==> src/rtl/pipeline_pkg.sv <==
// Shared pipeline types and constants.
// Used by the hazard detection and forwarding units.
package pipeline_pkg;

    typedef enum logic {
        RUN   = 1'b0,
        STALL = 1'b1
    } hdu_state_e;

    localparam int DEF_ADDR_W = 16;
    localparam int REG_ZERO   = 0;

endpackage

==> src/rtl/hazard_detection_unit_if.sv <==
// Hazard unit signal bundle.
// slave: hazard unit side; master: pipeline side.
interface hazard_detection_unit_if
    import pipeline_pkg::*;
#(
    parameter int ADDR_W = DEF_ADDR_W,
    parameter int CNT_W  = 32
);

    logic              mem_read_ID_EX;
    logic [ADDR_W-1:0] RegisterRD_ID_EX;
    logic [ADDR_W-1:0] RS1_IF_ID;
    logic [ADDR_W-1:0] RS2_IF_ID;
    logic              uses_rs2_IF_ID;
    logic              branch_taken_EX;
    logic              pc_write;
    logic              if_id_write;
    logic              id_ex_bubble;
    logic              flush_IF_ID;
    logic              flush_ID_EX;
    logic [CNT_W-1:0]  stall_cycles;

    modport slave (
        input  mem_read_ID_EX,
        input  RegisterRD_ID_EX,
        input  RS1_IF_ID,
        input  RS2_IF_ID,
        input  uses_rs2_IF_ID,
        input  branch_taken_EX,
        output pc_write,
        output if_id_write,
        output id_ex_bubble,
        output flush_IF_ID,
        output flush_ID_EX,
        output stall_cycles
    );

    modport master (
        output mem_read_ID_EX,
        output RegisterRD_ID_EX,
        output RS1_IF_ID,
        output RS2_IF_ID,
        output uses_rs2_IF_ID,
        output branch_taken_EX,
        input  pc_write,
        input  if_id_write,
        input  id_ex_bubble,
        input  flush_IF_ID,
        input  flush_ID_EX,
        input  stall_cycles
    );

endinterface

==> src/rtl/hazard_detection_unit_sat_counter.sv <==
// Saturating up-counter with synchronous clear.
// Holds at all-ones instead of wrapping.
module sat_counter #(
    parameter int W = 32
) (
    input  logic         clk,
    input  logic         clear,
    input  logic         inc,
    output logic [W-1:0] count
);

    always_ff @(posedge clk) begin
        if (clear) begin
            count <= '0;
        end else if (inc && !(&count)) begin
            count <= count + W'(1);
        end
    end

endmodule

==> src/rtl/hazard_detection_unit.sv <==
// Load-use stall and taken-branch flush controller.
// Mealy outputs; multi-cycle load latency via a down-counter.
module hazard_detection_unit
    import pipeline_pkg::*;
#(
    parameter int ADDR_W     = DEF_ADDR_W,
    parameter int LOAD_STALL = 1,
    parameter int CNT_W      = 32
) (
    input logic               clk,
    input logic               rst_n,
    hazard_detection_unit_if.slave hz_if
);

    localparam int CW = $clog2(LOAD_STALL) + 1;

    hdu_state_e      state_q, state_d;
    logic [CW-1:0]   cnt_q, cnt_d;
    logic            hz;
    logic            rd_nz;
    logic            rs1_hit;
    logic            rs2_hit;
    logic [CNT_W-1:0] stall_cnt;

    assign rd_nz   = hz_if.RegisterRD_ID_EX != ADDR_W'(REG_ZERO);
    assign rs1_hit = hz_if.RegisterRD_ID_EX == hz_if.RS1_IF_ID;
    assign rs2_hit = hz_if.uses_rs2_IF_ID &&
                     (hz_if.RegisterRD_ID_EX == hz_if.RS2_IF_ID);
    assign hz      = hz_if.mem_read_ID_EX && rd_nz &&
                     (rs1_hit || rs2_hit);

    always_comb begin
        hz_if.pc_write     = 1'b1;
        hz_if.if_id_write  = 1'b1;
        hz_if.id_ex_bubble = 1'b0;
        hz_if.flush_IF_ID  = 1'b0;
        hz_if.flush_ID_EX  = 1'b0;
        state_d            = state_q;
        cnt_d              = cnt_q;
        if (!rst_n) begin
            hz_if.pc_write     = 1'b0;
            hz_if.if_id_write  = 1'b0;
            hz_if.id_ex_bubble = 1'b1;
        end else begin
            unique case (state_q)
                RUN: begin
                    if (hz_if.branch_taken_EX) begin
                        hz_if.flush_IF_ID = 1'b1;
                        hz_if.flush_ID_EX = 1'b1;
                    end else if (hz) begin
                        hz_if.pc_write     = 1'b0;
                        hz_if.if_id_write  = 1'b0;
                        hz_if.id_ex_bubble = 1'b1;
                        if (LOAD_STALL > 1) begin
                            cnt_d   = CW'(LOAD_STALL - 1);
                            state_d = STALL;
                        end
                    end
                end
                STALL: begin
                    // A taken branch squashes the waiting instruction anyway
                    if (hz_if.branch_taken_EX) begin
                        hz_if.flush_IF_ID = 1'b1;
                        hz_if.flush_ID_EX = 1'b1;
                        cnt_d             = '0;
                        state_d           = RUN;
                    end else begin
                        hz_if.pc_write     = 1'b0;
                        hz_if.if_id_write  = 1'b0;
                        hz_if.id_ex_bubble = 1'b1;
                        cnt_d              = cnt_q - CW'(1);
                        if (cnt_q == CW'(1)) begin
                            state_d = RUN;
                        end
                    end
                end
                default: begin
                    state_d = RUN;
                    cnt_d   = '0;
                end
            endcase
        end
    end

    always_ff @(posedge clk) begin
        if (!rst_n) begin
            state_q <= RUN;
            cnt_q   <= '0;
        end else begin
            state_q <= state_d;
            cnt_q   <= cnt_d;
        end
    end

    sat_counter #(
        .W (CNT_W)
    ) u_stall_cnt (
        .clk   (clk),
        .clear (!rst_n),
        .inc   (!hz_if.pc_write),
        .count (stall_cnt)
    );

    assign hz_if.stall_cycles = stall_cnt;

endmodule

==> src/flat_wrapper.sv <==
// flat-port wrapper written by rule: the top's interface ports become plain ports
module hazard_detection_unit_flat import pipeline_pkg::*;
#(
    parameter int ADDR_W     = DEF_ADDR_W,
    parameter int LOAD_STALL = 1,
    parameter int CNT_W      = 32
)
  (clk, rst_n, hz_if_mem_read_ID_EX, hz_if_RegisterRD_ID_EX, hz_if_RS1_IF_ID, hz_if_RS2_IF_ID, hz_if_uses_rs2_IF_ID, hz_if_branch_taken_EX, hz_if_pc_write, hz_if_if_id_write, hz_if_id_ex_bubble, hz_if_flush_IF_ID, hz_if_flush_ID_EX, hz_if_stall_cycles);
  hazard_detection_unit_if #(.ADDR_W(ADDR_W), .CNT_W(CNT_W)) hz_if_i ();
  input logic clk;
  input logic rst_n;
  input wire logic [$bits(hz_if_i.mem_read_ID_EX)-1:0] hz_if_mem_read_ID_EX;
  input wire logic [$bits(hz_if_i.RegisterRD_ID_EX)-1:0] hz_if_RegisterRD_ID_EX;
  input wire logic [$bits(hz_if_i.RS1_IF_ID)-1:0] hz_if_RS1_IF_ID;
  input wire logic [$bits(hz_if_i.RS2_IF_ID)-1:0] hz_if_RS2_IF_ID;
  input wire logic [$bits(hz_if_i.uses_rs2_IF_ID)-1:0] hz_if_uses_rs2_IF_ID;
  input wire logic [$bits(hz_if_i.branch_taken_EX)-1:0] hz_if_branch_taken_EX;
  output wire logic [$bits(hz_if_i.pc_write)-1:0] hz_if_pc_write;
  output wire logic [$bits(hz_if_i.if_id_write)-1:0] hz_if_if_id_write;
  output wire logic [$bits(hz_if_i.id_ex_bubble)-1:0] hz_if_id_ex_bubble;
  output wire logic [$bits(hz_if_i.flush_IF_ID)-1:0] hz_if_flush_IF_ID;
  output wire logic [$bits(hz_if_i.flush_ID_EX)-1:0] hz_if_flush_ID_EX;
  output wire logic [$bits(hz_if_i.stall_cycles)-1:0] hz_if_stall_cycles;
  assign hz_if_i.mem_read_ID_EX = hz_if_mem_read_ID_EX;
  assign hz_if_i.RegisterRD_ID_EX = hz_if_RegisterRD_ID_EX;
  assign hz_if_i.RS1_IF_ID = hz_if_RS1_IF_ID;
  assign hz_if_i.RS2_IF_ID = hz_if_RS2_IF_ID;
  assign hz_if_i.uses_rs2_IF_ID = hz_if_uses_rs2_IF_ID;
  assign hz_if_i.branch_taken_EX = hz_if_branch_taken_EX;
  assign hz_if_pc_write = hz_if_i.pc_write;
  assign hz_if_if_id_write = hz_if_i.if_id_write;
  assign hz_if_id_ex_bubble = hz_if_i.id_ex_bubble;
  assign hz_if_flush_IF_ID = hz_if_i.flush_IF_ID;
  assign hz_if_flush_ID_EX = hz_if_i.flush_ID_EX;
  assign hz_if_stall_cycles = hz_if_i.stall_cycles;
  hazard_detection_unit #(.ADDR_W(ADDR_W), .LOAD_STALL(LOAD_STALL), .CNT_W(CNT_W)) u_core (.clk(clk), .rst_n(rst_n), .hz_if(hz_if_i));
endmodule
==> config.mk <==
export PLATFORM = sky130hd
export DESIGN_NAME = hazard_detection_unit_flat
export DESIGN_NICKNAME = d
export VERILOG_FILES = /design/src/rtl/pipeline_pkg.sv /design/src/rtl/hazard_detection_unit_if.sv /design/src/rtl/hazard_detection_unit_sat_counter.sv /design/src/rtl/hazard_detection_unit.sv /design/src/flat_wrapper.sv
export SDC_FILE = /design/constraint.sdc
export NUM_CORES = 1
export LEC_CHECK = 0
export ABC_AREA = 1
export BUFFER_PORTS_ARGS = -buffer_cell sky130_fd_sc_hd__buf_2
export CAP_MARGIN = 15
export CORE_MARGIN = 1.5
export CORE_UTILIZATION = 52
export CTS_CLUSTER_DIAMETER = 150
export DETAILED_ROUTE_END_ITERATION = 10
export GPL_TIMING_DRIVEN = 0
export PLACE_DENSITY_LB_ADDON = 0.05
export SKIP_LAST_GASP = 1
export SLEW_MARGIN = 25
export SYNTH_ARGS = -nofsm -noshare
export SYNTH_HDL_FRONTEND = slang
export SYNTH_SLANG_ARGS = --single-unit
==> constraint.sdc <==
create_clock -name clk -period 2.5 [get_ports clk]
set_input_delay 0.25 -clock clk [delete_from_list [all_inputs] [get_ports clk]]
set_output_delay 0.25 -clock clk [all_outputs]
set_load 0.01 [all_outputs]
==> results of run 1 <==
==> synth_stat cells (10+ instances only) <==
cell type,n
clkbuf_1,10
dfxtp_1,34
inv_1,54
nand4_1,42
xor2_1,33
a21oi_1,29
nor3_1,14
nor2_1,60
nand2_1,144
nand3_1,13
xnor2_1,10
==> area by class of cell <==
type / instances / area share [%]
Timing Repair Buffer: 89 / 13.1
Clock inverter: 1 / 0.148
Clock buffer: 7 / 2.55
Multi-Input combinational cell: 354 / 52.2
Tap cell: 70 / 2.58
Sequential cell: 34 / 20.1
Buffer: 19 / 3.21
Inverter: 55 / 6.09
==> power by group through the flow <==
stage / Sequential (W) / Combinational (W) / Clock (W)
floorplan: 0.000562 / 0.000115 / 0
global placement: 0.000561 / 0.000196 / 0
detailed placement: 0.000561 / 0.000203 / 0
CTS: 0.000548 / 0.000204 / 0.000433
global route: 0.000549 / 0.000234 / 0.000460
finish: 0.000549 / 0.000204 / 0.000423
==> critical path: cells and delay by family <==
kind                   cells  cell delay, ns
AND/OR/NAND/NOR           10            0.96
buffers and inverters      5            0.69
==> through the flow <==
step / total power (W) / util [%]
after global placement: 0.000757 / 64.6
after detailed placement: 0.000764 / 64.6
after global routing: 0.00124 / 66.4
after floorplan: 0.000677 / -
after CTS: 0.00118 / 66.4
final: 0.00118 / 66.4
==> registers in the layout, summed over array words and instances (netlist names) <==
name,cells
u_core.cnt_q,1
u_core.state_q,1
u_core.u_stall_cnt.count,32
==> cells by family after synthesis <==
group / synth area share (%)
and+or+nand+nor: 44.1
buffers and inverters: 11.4
AOI/OAI and AO/OA: 5.79
xor gates and xnor gates: 13.6
DFF: 24.6
adders and majority gates: 0.452
==> final timing paths <==
check | to | slack [ns] | depth (start not counted)
hold / removal | u_core.state_q | 0.15 | 2
setup / recovery | hz_if_pc_write | 0.34 | 15
hold reg to reg | u_core.state_q | 0.44 | 1
setup reg to reg | u_core.u_stall_cnt.count[21] | 0.37 | 12
==> metal layers <==
metal	up-vias	track usage [%]	share of wire [%]
met1	1447	38.7	47
li1	1663	-	-
met5	-	0	0
met4	0	7.04	0.83
met2	114	45.7	45
met3	9	4.34	6.8
==> results_dict.tcl, run 1 <==
set metrics [dict create \
    status "finished clean" \
    final_hold_viol_count 0 \
    crit_required_ns 2.25 \
    clk_latency_ns 0.29 \
    multi_input_area_mm2 0.00177 \
    yosysTopAreaCell "dfxtp_1" \
    p_leak_nw 1.63 \
    r2r_start "u_core.u_stall_cnt.count[0]" \
    fp.dieH_um 75.9 \
    switching_share_pct 27.6 \
    ir_drop_mv 0.317 \
    dpl-instance-area_mm2 0.00330 \
    maxCapViolCount 0 \
    max_freq_ghz 0.462 \
    final_max_slew_viol_count 0 \
    netlist_instances 462 \
    cts_tree "built" \
    endpoint_kind "primary output" \
    final_common_cell "nand2_1" \
    via_count 3233 \
    final_layout_size_suffix_gt1_share_pct 19.9 \
    period_minus_slack_ns 2.16 \
    avgViaCountPerCell 5.14 \
    fin_area_mm2 0.00339 \
    gp_congestion 0.928 \
    slew_headroom_pct 67.4 \
    nFillCells 527 \
    area_growth_pct 22.6 \
    avgRoutedWirePerCell_um 12.4 \
    grt_overflow 0 \
    slowest_delay_ns 0.26 \
    setup_viol 0 \
    grt_usage_pct 28.0 \
    ys_seq_area_share_pct 24.6 \
    crit_path_start "hz_if_RegisterRD_ID_EX[14]" \
    dp.final_hpwl_um 6260 \
    chipWidth_um 75.9 \
    setup_slack_ns 0.336 \
    start_kind "primary input" \
    slowest_stage "buf_2" \
    post-route-period-util_pct 86.6 \
    min_path_type "in2reg" \
    async_flop_share_pct 0 \
    synth_cell_types 23 \
    fin_setup_tns_ns 0 \
    rows 26 \
    synth_edf_count 0 \
    switching_power_w 0.000324 \
    cp.arrival_ns 1.91 \
    final_nets 612 \
    remaining_drc_errors 0 \
    cts_hold_repair.buffers 0 \
    drtIter0Drc 256 \
    setup.worst_path.class "in2out" \
    synth_nets 516 \
    path_cells "buf_2 -> inv_1 -> nand2_1 -> nand2_1 -> nor2_1 -> nand2_1 -> nor2_1 -> nand2_1 -> nand2_1 -> nand2_1 -> nand2_1 -> buf_2 -> nand2_1 -> buf_4 -> buf_2" \
    intPower_w 0.000852 \
    die_area_mm2 0.00576 \
    critPathMaxFanout 10 \
    pwr-share-seq_pct 46.7 \
    ctsResizeCount 0 \
    htreeDepth 2 \
    antenna_cells 0 \
    holdCritStartpoint "hz_if_branch_taken_EX" \
    postCtsSetupBuffers 0 \
    cellPowerDensity_mw_per_mm2 347 \
    syn_avg_cell_area_um2 5.99 \
    antenna_found_initial 0 \
    initial_core_util_pct 54.1 \
    cts.sinks 34 \
    core_area_mm2 0.00511 \
    yosysWarnings 0 \
    worstMarginPinSlew_ns 0.486 \
    cts_max_path_buffers 2 \
    rsz0062_at_grt "false" \
    dpl.cell_count 621 \
    pre_cts_ws_ns 0.390 \
    synth_top_area_share_pct 24.6 \
    ios 90 \
    first_pass_iters 5 \
    numCtsBuffers 5 \
    finalWirelength_um 7790 \
    final_cell_mix "nand2_1 (144), buf_2 (92), nor2_1 (60)" \
    portBuffers 89 \
    synth_seq_cells 34 \
    synth_area_mm2 0.00277 \
    worst_path_most_repeated_cell "nand2_1" \
    cts_root_buf "clkbuf_8" \
    first_global_vias 2912 \
    timing.hold.ws_ns 0.148 \
    finalClockSkew_ns 0.00702 \
    final_antenna_net_count 0 \
    clkTransAtPathRegs_ns 0.07 \
    grt_pass1_wl_um 13300 \
    seq_area_um2 681 \
    power_frac_comb_pct 17.4 \
    clkPwrFrac_pct 36.0 \
    fin_cells 629 \
    synth-main-ff-cell "dfxtp_1" \
    synthTopCellsByArea "dfxtp_1 (25%), nand2_1 (20%), xor2_1 (10%)" \
    grt_max_degree 11 \
]
No activity file was read; power rests on OpenSTA's default activity.
==> run 2, diff against run 1 <==
- BUFFER_PORTS_ARGS: -buffer_cell sky130_fd_sc_hd__buf_2 -> unset
- CORE_UTILIZATION: 52 -> 59
- DONT_BUFFER_PORTS: unset -> 1
==> run 2 against run 1 <==
- the flow now finishes with violations (DRC)
- sequential share of layout area increased by 3.1 points
- register-to-register slack got worse by 0.11 ns
- first-iteration DRC count increased by 4.3%
- die area decreased by 11%
- cell count decreased by 17%
- clock skew increased by 0.00067 ns
- maximum frequency decreased by 3.6%
- critical path depth decreased by 3
- flip-flop and latch count unchanged
- worst hold slack got worse by 0.11 ns
- routed wire length decreased by 3.4%
- clock power increased by 15%
- largest power group unchanged
==> results_dict.tcl, run 2 (synthesis results as in run 1) <==
set metrics [dict create \
    fin_area_mm2 0.00294 \
    utilization_pct 66.2 \
    antenna_cells 0 \
    first_global_vias 2656 \
    clkPwrFrac_pct 41.3 \
    ios 90 \
    die_area_mm2 0.00511 \
    pwr-share-seq_pct 46.6 \
    gp_congestion 0.978 \
    core_area_mm2 0.00444 \
    initial_core_util_pct 62.2 \
    switching_power_w 0.000306 \
    remaining_drc_errors 8 \
    max_freq_ghz 0.445 \
    switching_share_pct 25.9 \
    fp.dieH_um 71.5 \
    p_leak_nw 1.24 \
    largest_reg_flops 32 \
    htreeDepth 2 \
    first_pass_iters 8 \
    numCtsBuffers 5 \
    setup_viol 0 \
    avgViaCountPerCell 5.58 \
    min_path_type "in2reg" \
    final_layout_size_suffix_gt1_share_pct 4.89 \
    clkTransAtPathRegs_ns 0.07 \
    postCtsSetupBuffers 0 \
    final_cell_mix "nand2_1 (144), nor2_1 (60), inv_1 (54)" \
    violations "DRC" \
    slew_headroom_pct 66.0 \
    slowest_delay_ns 0.45 \
    rows 24 \
    top_register "u_core.u_stall_cnt.count" \
    post-route-period-util_pct 89.8 \
    crit_required_ns 2.66 \
    antenna_found_initial 0 \
    maxCapViolCount 0 \
    power_frac_comb_pct 12.1 \
    rsz0062_at_grt "false" \
    grt_overflow 0 \
    cts.sinks 34 \
    finalClockSkew_ns 0.00770 \
    worst_path_most_repeated_cell "nor2_4" \
    drtIter0Drc 267 \
    ctsResizeCount 0 \
    final_nets 523 \
    grt_pass1_wl_um 12400 \
    fin_setup_tns_ns 0 \
    setup.worst_path.class "reg2reg" \
    final_max_slew_viol_count 0 \
    top_regs "u_core.u_stall_cnt.count (32), u_core.cnt_q (1), u_core.state_q (1)" \
    dpl.cell_count 514 \
    final_antenna_net_count 0 \
    ir_drop_mv 0.262 \
    clk_latency_ns 0.29 \
    path_cells "ha_1 -> inv_1 -> nor2_4 -> inv_2 -> nor2_4 -> nand2_1 -> nor3_2 -> nand3_1 -> buf_2 -> buf_4 -> nand4_1 -> a21oi_1" \
    nFillCells 436 \
    grt_usage_pct 30.4 \
    avgRoutedWirePerCell_um 14.4 \
    grt_max_degree 11 \
    cts_root_buf "clkbuf_8" \
    timing.hold.ws_ns 0.0370 \
    slowest_stage "dfxtp_1" \
    finalWirelength_um 7520 \
    chipWidth_um 71.5 \
    cts_max_path_buffers 2 \
    cts_hold_repair.buffers 0 \
    endpoint_kind "register" \
    period_minus_slack_ns 2.24 \
    worstMarginPinSlew_ns 0.511 \
    dpl-instance-area_mm2 0.00283 \
    portBuffers 0 \
    cellPowerDensity_mw_per_mm2 402 \
    cts_tree "built" \
    cp.arrival_ns 2.41 \
    status "finished, violations left" \
    via_count 2914 \
    intPower_w 0.000876 \
    start_kind "register" \
    dp.final_hpwl_um 5940 \
    final_common_cell "nand2_1" \
    area_growth_pct 6.33 \
    fin_cells 522 \
    critPathMaxFanout 10 \
    final_hold_viol_count 0 \
]
-- run 2: stage by stage --
| step | setup WS [ns] | total power [W] |
|---|---|---|
| 2_1_floorplan | 0.597 | 0.000677 |
| 3_3_place_gp | 0.331 | 0.000700 |
| 3_5_place_dp | 0.300 | 0.000704 |
| 4_1_cts | 0.259 | 0.00119 |
| 5_1_grt | 0.000284 | 0.00124 |
| 6_report | 0.255 | 0.00118 |
-- run 2: area by class of cell --
cell class / instances / area, µm² / area share [%]
sequential: 34 / 681 / 23.1
inverter: 55 / 206 / 7.02
multi-input combinational: 354 / 1770 / 60.2
buffer: 19 / 109 / 3.70
tap: 52 / 65.1 / 2.21
clock buffer: 8 / 110 / 3.74
-- run 2: power groups by stage --
stage	Sequential, W	Combinational [W]	Clock, W
finish	0.000550	0.000143	0.000488
global route	0.000550	0.000167	0.000520
CTS	0.000550	0.000142	0.000495
detailed placement	0.000563	0.000141	0
global placement	0.000563	0.000138	0
floorplan	0.000562	0.000115	0
-- run 2: per-layer routing --
layer  up-vias  global-route usage (%)  wire length [µm]
li1       1487                       -                 -
met1      1312                    42.4              3510
met2       106                    48.7              3380
met3         9                    6.75               560
met4         0                    5.66                70
met5         -                       0                 0
-- run 2: path summary, 6_finish.rpt --
kind / start / to / slack [ns] / depth (start not counted)
setup / recovery: u_core.u_stall_cnt.count[1] / u_core.u_stall_cnt.count[17] / 0.26 / 12
hold / removal: hz_if_branch_taken_EX / u_core.state_q / 0.04 / 1
setup reg to reg: u_core.u_stall_cnt.count[1] / u_core.u_stall_cnt.count[17] / 0.26 / 12
hold reg to reg: u_core.state_q / u_core.state_q / 0.45 / 2
-- run 2: critical path: cells and delay by family, from the launching register on --
kind,cells,cell delay (ns)
fa+ha+maj,1,0.23
flops,1,0.45
compound gates,1,0.07
buf+inv,4,0.61
simple gates,6,0.74
==> run 3, diff against run 2 <==
- CORE_MARGIN: 1.5 -> 8
- CORE_UTILIZATION: 59 -> 58
- clock period: 2.5 -> 1.8 ns (I/O delays scaled with it)
==> run 3 against run 2 <==
- core utilization is 8.3 points higher
- cell count is 4.4% higher
- worst setup slack worse by 0.33 ns
- largest cell class unchanged
- clock skew is 0.0030 ns lower
- critical path depth is 1 higher
- die area is 42% higher
- largest power group unchanged
- worst hold slack worse by 0.016 ns
- sequential share of layout area is 2.1 points lower
- the run ends with setup timing left
- maximum frequency is 20% higher
==> results_dict.tcl, run 3 (synthesis results as in run 1) <==
set metrics [dict create \
    cellPowerDensity_mw_per_mm2 493 \
    chipWidth_um 85.0 \
    setup_viol 30 \
    fp.dieH_um 85.0 \
    fin_setup_tns_ns -1.36 \
    die_area_mm2 0.00723 \
    drtIter0Drc 224 \
    max_freq_ghz 0.533 \
    first_pass_iters 5 \
    core_area_mm2 0.00466 \
    r2r_end "u_core.u_stall_cnt.count[13]" \
    final_cell_mix "nand2_1 (128), inv_1 (53), nor2_1 (51)" \
    clkPwrFrac_pct 40.8 \
    dpl.cell_count 516 \
    final_max_slew_viol_count 0 \
    rows 25 \
    grt_usage_pct 22.9 \
    antenna_cells 0 \
    cts_root_buf "clkbuf_8" \
    cts_tree "built" \
    via_count 3071 \
    finalWirelength_um 8760 \
    worstMarginPinSlew_ns 0.620 \
    pwr-share-seq_pct 44.2 \
    critPathMaxFanout 5 \
    rsz0062_at_grt "true" \
    numCtsBuffers 5 \
    slew_headroom_pct 58.7 \
    initial_core_util_pct 59.3 \
    clk_latency_ns 0.29 \
    portBuffers 0 \
    start_kind "register" \
    cts.sinks 34 \
    dp.final_hpwl_um 6410 \
    gp_congestion 0.973 \
    r2r_slack_ns -0.08 \
    final_layout_size_suffix_gt1_share_pct 23.6 \
    final_common_cell "nand2_1" \
    crit_end "u_core.u_stall_cnt.count[13]" \
    status "finished, violations left" \
    min_path_type "in2reg" \
    final_antenna_net_count 0 \
    avgRoutedWirePerCell_um 16.1 \
    timing.hold.ws_ns 0.0210 \
    final_nets 544 \
    clkTransAtPathRegs_ns 0.07 \
    path_cells "ha_4 -> inv_4 -> nor2_4 -> inv_2 -> nor2_4 -> nand2_2 -> nor3_2 -> nand3_2 -> buf_6 -> nand3_4 -> buf_6 -> nand2_1 -> a21oi_1" \
    p_leak_nw 1.46 \
    setup.worst_path.class "reg2reg" \
    crit_path_start "u_core.u_stall_cnt.count[1]" \
    remaining_drc_errors 0 \
    period_minus_slack_ns 1.88 \
    violations "setup timing" \
    finalClockSkew_ns 0.00472 \
    crit_required_ns 2.01 \
    switching_share_pct 26.4 \
    power_frac_comb_pct 14.9 \
    utilization_pct 74.5 \
    switching_power_w 0.000451 \
    grt_overflow 0 \
    cp.arrival_ns 2.09 \
    top_register "u_core.u_stall_cnt.count" \
    slowest_stage "dfxtp_4" \
    cts_max_path_buffers 2 \
    final_hold_viol_count 0 \
    grt_max_degree 12 \
    ir_drop_mv 0.378 \
    post-route-period-util_pct 104 \
    top_regs "u_core.u_stall_cnt.count (32), u_core.cnt_q (1), u_core.state_q (1)" \
    ios 90 \
    nFillCells 405 \
    first_global_vias 2883 \
    slowest_delay_ns 0.40 \
    antenna_found_initial 0 \
    maxCapViolCount 0 \
    largest_reg_flops 32 \
    endpoint_kind "register" \
    pre_cts_ws_ns -0.322 \
    grt_pass1_wl_um 13600 \
    intPower_w 0.00126 \
    avgViaCountPerCell 5.63 \
    htreeDepth 2 \
    area_growth_pct 25.6 \
    fin_cells 545 \
    setup_slack_ns -0.0766 \
    r2r_start "u_core.u_stall_cnt.count[1]" \
    reg2reg_depth 13 \
]
==> run 3: worst min-delay path by stage <==
| stage | start | to | slack, ns | cells after the start |
|---|---|---|---|---|
| 4_1_cts | rst_n | u_core.state_q | 0.02 | 2 |
| 6_report | rst_n | u_core.state_q | 0.02 | 2 |
| 3_3_place_gp | hz_if_branch_taken_EX | u_core.state_q | 0.27 | 1 |
| 3_5_place_dp | hz_if_branch_taken_EX | u_core.state_q | 0.27 | 1 |
| 5_1_grt | rst_n | u_core.state_q | 0.02 | 2 |
| 2_1_floorplan | hz_if_branch_taken_EX | u_core.state_q | 0.27 | 1 |
==> run 3: final cells by class <==
class / count / area, µm² / area share (%)
clock inverter: 3 / 40.0 / 1.15
inverter: 55 / 209 / 6.02
timing repair buffer: 20 / 205 / 5.91
tap: 54 / 67.6 / 1.95
multi-input combinational: 355 / 2020 / 58.1
clock buffer: 5 / 68.8 / 1.98
buffer: 19 / 135 / 3.89
sequential: 34 / 729 / 21.0
==> run 3: repair_timing <==
item,4_1_cts,5_1_grt
gates cloned,3,3
endpoints found under the hold margin,4,0
pin swaps,14,23
hold buffers,2,0
endpoints found under the setup margin,32,34
resized for setup,34,74
buffers inserted,7,6
==> run 3: power by group through the flow <==
stage / registers, W / logic, W / clock network [W]
CTS: 0.000767 / 0.000211 / 0.000699
floorplan: 0.000781 / 0.000160 / 0
detailed placement: 0.000783 / 0.000196 / 0
global route: 0.000758 / 0.000284 / 0.000739
global placement: 0.000783 / 0.000191 / 0
finish: 0.000757 / 0.000255 / 0.000699
==> run 3: worst max-delay path, delay by kind of cell, from the launching register on <==
| kind | cells | cell delay [ns] |
|---|---|---|
| adder cells (fa/ha/maj) | 1 | 0.16 |
| buffers and inverters | 4 | 0.41 |
| flip-flops | 1 | 0.40 |
| AO/OA/AOI/OAI | 1 | 0.14 |
| AND/OR/NAND/NOR | 7 | 0.68 |
==> run 3: per-stage QoR <==
stage,cell area [µm²],total power (W)
global placement,2850,0.000974
finish,3470,0.00171
detailed placement,2850,0.000980
floorplan,2780,0.000942
CTS,3140,0.00168
global route,3470,0.00178
==> run 3: per-layer routing <==
metal  track usage [%]  up-vias  part of all wire [%]
met1              28.8     1383                    41
met4              6.63        0                   1.1
met3              7.24       13                    11
met5                 0        -                     0
li1                  -     1532                     -
met2              36.4      143                    47
